[src/rtl/mdu_issue.sv]
// mdu_issue: issue/retire stage in front of mdu_top.
// Ports: i_clk/i_rst (async active-high); execute side i_valid/o_ready,
// i_funct3, i_rd, i_rs1, i_rs2; unit side o_mdu_valid, o_mdu_op, o_mdu_rs1,
// o_mdu_rs2, i_mdu_ready, i_mdu_rd; writeback side o_wb_valid, o_wb_rd,
// o_wb_data, i_wb_ready.
// Define MDU_ISSUE_FASTDIV_EN to resolve divide-by-zero and signed overflow
// locally without occupying the unit.
module mdu_issue #(
  parameter int WIDTH = 32
) (
  input  logic             i_clk,
  input  logic             i_rst,
  input  logic             i_valid,
  output logic             o_ready,
  input  logic [2:0]       i_funct3,
  input  logic [4:0]       i_rd,
  input  logic [WIDTH-1:0] i_rs1,
  input  logic [WIDTH-1:0] i_rs2,
  output logic             o_mdu_valid,
  output logic [2:0]       o_mdu_op,
  output logic [WIDTH-1:0] o_mdu_rs1,
  output logic [WIDTH-1:0] o_mdu_rs2,
  input  logic             i_mdu_ready,
  input  logic [WIDTH-1:0] i_mdu_rd,
  output logic             o_wb_valid,
  output logic [4:0]       o_wb_rd,
  output logic [WIDTH-1:0] o_wb_data,
  input  logic             i_wb_ready
);
  // State bits double as the registered valid outputs: bit0 = BUSY, bit1 = RESP.
  localparam logic [1:0] S_IDLE = 2'b00;
  localparam logic [1:0] S_BUSY = 2'b01;
  localparam logic [1:0] S_RESP = 2'b10;
  logic [1:0]       state;
  logic             fast;
  logic [WIDTH-1:0] fast_data;
`ifdef MDU_ISSUE_FASTDIV_EN
  logic div_zero;
  logic ovf;
  assign div_zero  = i_rs2 == '0;
  assign ovf       = !i_funct3[0] && i_rs1 == {1'b1, {(WIDTH-1){1'b0}}} && &i_rs2;
  assign fast      = i_funct3[2] && (div_zero || ovf);
  // funct3[1] selects remainder; on overflow the quotient equals rs1.
  assign fast_data = div_zero ? (i_funct3[1] ? i_rs1 : '1) : (i_funct3[1] ? '0 : i_rs1);
`else
  assign fast      = 1'b0;
  assign fast_data = '0;
`endif
  assign o_ready     = state == S_IDLE;
  assign o_mdu_valid = state[0];
  assign o_wb_valid  = state[1];
  always_ff @(posedge i_clk or posedge i_rst) begin
    if (i_rst) begin
      state     <= S_IDLE;
      o_mdu_op  <= '0;
      o_mdu_rs1 <= '0;
      o_mdu_rs2 <= '0;
      o_wb_rd   <= '0;
      o_wb_data <= '0;
    end else if (state == S_IDLE && i_valid) begin
      o_mdu_op  <= i_funct3;
      o_mdu_rs1 <= i_rs1;
      o_mdu_rs2 <= i_rs2;
      o_wb_rd   <= i_rd;
      state     <= fast ? S_RESP : S_BUSY;
      if (fast) o_wb_data <= fast_data;
    end else if (state == S_BUSY && i_mdu_ready) begin
      o_wb_data <= i_mdu_rd;
      state     <= S_RESP;
    end else if (state == S_RESP && i_wb_ready) begin
      state <= S_IDLE;
    end
  end
endmodule

[config.mk]
export PLATFORM = sky130hd
export DESIGN_NAME = mdu_issue
export DESIGN_NICKNAME = d
export VERILOG_FILES = /design/src/rtl/mdu_issue.sv
export SDC_FILE = /design/constraint.sdc
export NUM_CORES = 1
export LEC_CHECK = 0
export BUFFER_PORTS_ARGS = -buffer_cell sky130_fd_sc_hd__buf_2
export CORE_MARGIN = 8
export CORE_UTILIZATION = 37
export DETAILED_ROUTE_END_ITERATION = 7
export GPL_TIMING_DRIVEN = 0
export PLACE_DENSITY = 0.68
export SLEW_MARGIN = 15
export SYNTH_ARGS = -nofsm -noshare
export SYNTH_HDL_FRONTEND = slang
export SYNTH_SLANG_ARGS = --single-unit
[constraint.sdc]
create_clock -name i_clk -period 3.84 [get_ports i_clk]
set_input_delay 0.768 -clock i_clk [delete_from_list [all_inputs] [get_ports i_clk]]
set_output_delay 0.768 -clock i_clk [all_outputs]
set_load 0.1 [all_outputs]
==> results.toml, run 1 <==
[placed_design]
hpwl_mm = 8.03
portBuffers = 215
place_area_um2 = 5270
place.gp.congestion = 0.720

[grt]
antenna_found_initial = 0
grt_use_total = 0.140
grt_pass1_vias = 3174
grt_overflow_total = 0
grt_max_degree = 60
grt_pass1_wl_mm = 16.2

[synthesis]
synth_top_area_share = 0.665
synthArstFlopShare = 1.00
synth_edf_count = 0
synth.most_common_cell = "dfrtp_1"
yosysTopAreaCell = "dfrtp_1"
seq_area_frac_synth = 0.665
synth_fp_nets = 339
synth.distinct_cells = 12
synth_seq_cells = 106
synthTopCellsByArea = "dfrtp_1 (67%), mux2_2 (28%), buf_6 (2.0%)"
yosysWarnings = 0
synth.cell_area_um2 = 3990
synth_top_flop_cell = "dfrtp_1"
synth_cells = 230
synth_top_cells_by_count = "dfrtp_1 (106), mux2_2 (98), buf_6 (7)"
avgSynthCellArea_um2 = 17.3

[timing]
maxSlewViolCount = 0
period_share = 0.561
min_period_ns = 2.15
clock.fmax_ghz = 0.465
whs_ns = 0.419
slew_headroom = 0.665
hold_viol_final = 0
clock_skew_ns = 0.00860
grt_setup_unrepaired = "no"
setup_violations = 0
worst_slew_pin_slew_ns = 0.507

[routing]
routed_wl_mm = 10.1
vias_per_cell = 4.59
drt_pre_antenna_iters = 4
vias = 2762
drc = 0
drtIter0Drc = 110
postRouteAntennaNets = 0
wl_per_cell_um = 16.7

[setup_path]
cp_data_required_time_ns = 3.07
crit_type = "register to output pin"
worst_setup_path_end_kind = "output pin"
reg2reg_depth = 4
path_delay_family = "flip-flops"
critPathLaunchType = "register"
rrSetupSlack_ns = 2.29
cp.arrival_ns = 1.38
crit_chain = "nor2_1 > buf_2"
regToRegEndpoint = "o_mdu_rs2[15]"
worstPathMaxFanout = 6
r2r_start = "state[0]"
critPathSlowestCell = "dfrtp_1"
critical_path_buf_inv_count = 1
slowest_delay_ns = 0.46

[worst_hold_path]
hold_class = "input pin to async pin"

[clock_network]
cts_sinks = 106
cts_max_level = 3
clk_latency_ns = 0.37
cts_made_buffers = 9
cts_buffer_depth = 2
cts_setup_buffers = 0
cts-root-buf = "clkbuf_8"
clk_pin_slew_worst_paths_ns = 0.09
post_cts_resized = 0
cts_tree = "yes"
ctsHoldBuffers = 0

[final_layout]
nets = 566
fin_area_um2 = 5500
area_growth_pct = 37.9
antenna_cells = 0
drive_gt1_frac = 0.742

[die]
ios = 216
fp.dieArea_um2 = 14400
fp.dieH_um = 120
placeableCoreArea_um2 = 10700
initial_core_util = 0.373
fp.dieW_um = 120
rows = 38

[status]
outcome = "complete, no violations"

[flow_run]
maxCapViolations = 0
-- cell type report --
cell class,instances,area [µm²]
fill,963,5200
sequential,106,2650
multi-input combinational,111,1220
timing repair buffer,216,1100
tap,140,175
clock buffer,10,138
buffer,11,109
clock inverter,6,88.8
inverter,2,12.5
-- how the worst max path moves through the flow --
stage,endpoint,cells after the start,start,slack [ns]
2_1_floorplan,o_mdu_op[0],1,i_rst,0.28
3_3_place_gp,o_mdu_rs2[31],2,i_rst,-0.87
3_5_place_dp,o_mdu_rs2[3],5,i_valid,1.91
4_1_cts,o_ready,2,state[0],1.64
5_1_grt,o_ready,2,state[0],1.60
6_report,o_ready,2,state[0],1.69
-- layer usage --
layer,global-route usage,wire [µm]
met1,0.147,3800
met2,0.244,5200
met3,0.0479,824
met4,0.0749,244
met5,0,0
-- logic make-up (layout without fill, tap and decap cells) --
logic type / count (synthesis) / count (layout) / share of synthesized area
compound gates: 3 / 3 / 0.00439
buf+inv: 13 / 245 / 0.0292
simple gates: 4 / 4 / 0.00753
flops: 106 / 106 / 0.665
mux: 104 / 104 / 0.294
-- flip-flops by register name, indices dropped and copies added (netlist names) --
register,count
o_mdu_rs1,32
o_mdu_rs2,32
o_wb_data,32
o_wb_rd,5
o_mdu_op,3
state,2
-- placed cells by master, fill, tap and decap left out --
master	instances
nand2b_1	1
nor3b_2	1
inv_1	1
mux2_1	6
dfrtp_1	106
buf_4	4
mux2_2	98
buf_16	1
clkinv_2	1
buf_2	215
a21o_1	1
clkinvlp_4	2
o21ai_0	2
clkbuf_8	10
bufinv_16	2
nand3b_1	1
buf_6	7
nor2_1	1
inv_6	2
-- worst reg2reg max path, cell delays in order (launching register included) --
cell and delay, ns:
dfrtp_1 0.46, nor3b_2 0.20, buf_4 0.25, buf_6 0.18
mux2_2 0.35
-- through the flow --
stage,TNS (ns),util,cells,setup slack (ns)
after floorplan,0,-,230,0.283
after global placement,-91.65,0.490,585,-0.871
after detailed placement,0,0.493,586,1.91
after CTS,0,0.514,602,1.64
after global routing,0,0.514,602,1.60
final,0,0.514,602,1.69
Power of run 1 is left out: the tool's default activity adds up to more than one toggle a clock period on the data nets, which glitch-free logic cannot reach.
==> run 2: changes to the inputs <==
==> constraint.sdc (replaced) <==
create_clock -name i_clk -period 2.25 [get_ports i_clk]
set_input_delay 0.45 -clock i_clk [delete_from_list [all_inputs] [get_ports i_clk]]
set_output_delay 0.45 -clock i_clk [all_outputs]
set_load 0.1 [all_outputs]
==> run 2 against run 1 <==
Wire length shrank 1.6%. Register-to-register slack got worse by 1.6 ns. First-iteration DRC count down 25%. Sequential share of layout area shrank 0.077 points. Clock skew rose by 0.00099 ns. Critical path depth unchanged. Non-clock buffer count increased by 1. Hold slack got worse by 0.19 ns. Clock-buffer cell count grew 1. Global-route usage is 0.40 points lower. Critical path type unchanged. Highest routed layer unchanged.
==> results.toml, run 2 (synthesis gave the netlist of run 1 again) <==
[status]
outcome = "complete, no violations"

[routing]
drtIter0Drc = 83
vias_per_cell = 4.50
drt_pre_antenna_iters = 4
wl_per_cell_um = 16.5
drc = 0
postRouteAntennaNets = 0
routed_wl_mm = 9.90
vias = 2704

[clock_network]
cts_made_buffers = 9
ctsHoldBuffers = 0
cts_buffer_depth = 2
post_cts_resized = 0
cts-root-buf = "clkbuf_8"
clk_latency_ns = 0.36
cts_setup_buffers = 0
cts_tree = "yes"
cts_max_level = 3
clk_pin_slew_worst_paths_ns = 0.09
cts_sinks = 106

[final_layout]
multiInputGateArea_um2 = 1220
final_common_cell = "buf_2"
antenna_cells = 0
seq_area_um2 = 2650
drive_gt1_frac = 0.740
largestRegisters = "o_mdu_rs1: 32 flops, o_mdu_rs2: 32 flops, o_wb_data: 32 flops"
layout_common_cells = "buf_2 (215), dfrtp_1 (106), mux2_2 (98), clkbuf_8 (9), buf_6 (7)"
nets = 567
area_growth_pct = 38.1
fin_util = 0.515
nFillCells = 950

[grt]
grt_pass1_vias = 3015
antenna_found_initial = 0
grt_pass1_wl_mm = 15.6
grt_max_degree = 38
grt_use_total = 0.136
grt_overflow_total = 0

[setup_path]
critPathSlowestCell = "dfrtp_1"
slowest_delay_ns = 0.46
worstPathMaxFanout = 6
crit_type = "register to output pin"
crit_chain = "nor2_2 > buf_2"
worst_setup_path_end_kind = "output pin"
cp_data_required_time_ns = 1.80
cp.arrival_ns = 1.36
critPathLaunchType = "register"

[timing]
whs_ns = 0.226
period_share = 0.806
grt_setup_unrepaired = "no"
clock_skew_ns = 0.00959
clock.fmax_ghz = 0.551
setup_ws_ns = 0.435
min_period_ns = 1.81
fin_setup_tns_ns = 0
setup_violations = 0
worst_slew_pin_slew_ns = 0.783
hold_viol_final = 0
slew_headroom = 0.477
maxSlewViolCount = 0

[flow_run]
maxCapViolations = 0

[placed_design]
portBuffers = 215
place.gp.congestion = 0.714
dp_slack_ns = 0.651
hpwl_mm = 8.08

[worst_hold_path]
hold_class = "input pin to async pin"

[die]
placeableCoreArea_um2 = 10700
fp.dieArea_um2 = 14400
fp.dieH_um = 120
ios = 216
fp.dieW_um = 120
rows = 38
initial_core_util = 0.373
run 2: final cells by class:
| cell class | count | area share |
|---|---|---|
| clock inverters | 3 | 0.0164 |
| repair buffers | 217 | 0.203 |
| clock buffers | 11 | 0.0239 |
| plain buffers | 11 | 0.0198 |
| multi-input cells | 111 | 0.222 |
| inverters | 2 | 0.00204 |
| well taps | 140 | 0.0318 |
| flip-flops and latches | 106 | 0.482 |
run 2: layer usage:
metal	vias to the layer above	global-route usage	wire length, µm
met1	1323	0.147	3830
met4	0	0.0585	166
met2	118	0.235	5010
met3	10	0.0512	885
li1	1253	-	-
met5	-	0	0
run 2: path summary, 6_finish.rpt:
path / from / endpoint / slack (ns) / depth (start not counted)
max: state[0] / o_ready / 0.44 / 2
min: i_rst / o_mdu_op[0] / 0.23 / 2
max reg2reg: state[0] / o_mdu_rs1[13] / 0.71 / 4
min reg2reg: o_mdu_rs2[6] / o_mdu_rs2[6] / 0.48 / 1
max in group asynchronous: i_rst / state[0] / 1.39 / 3
min in group i_clk: i_wb_ready / state[1] / 0.29 / 2
run 2: critical path, delay by kind of cell (launching register included):
| family | cells | cell delay, ns |
|---|---|---|
| buffers and inverters | 1 | 0.43 |
| AND/OR/NAND/NOR | 1 | 0.12 |
| flip-flops | 1 | 0.46 |
run 2: metrics by stage:
| step | cells | cell area (µm²) |
|---|---|---|
| after global routing | 601 | 5510 |
| after global placement | 585 | 5250 |
| final | 601 | 5510 |
| after CTS | 601 | 5510 |
| after floorplan | 230 | 3990 |
| after detailed placement | 587 | 5290 |
Power of run 2 is left out for the same reason.
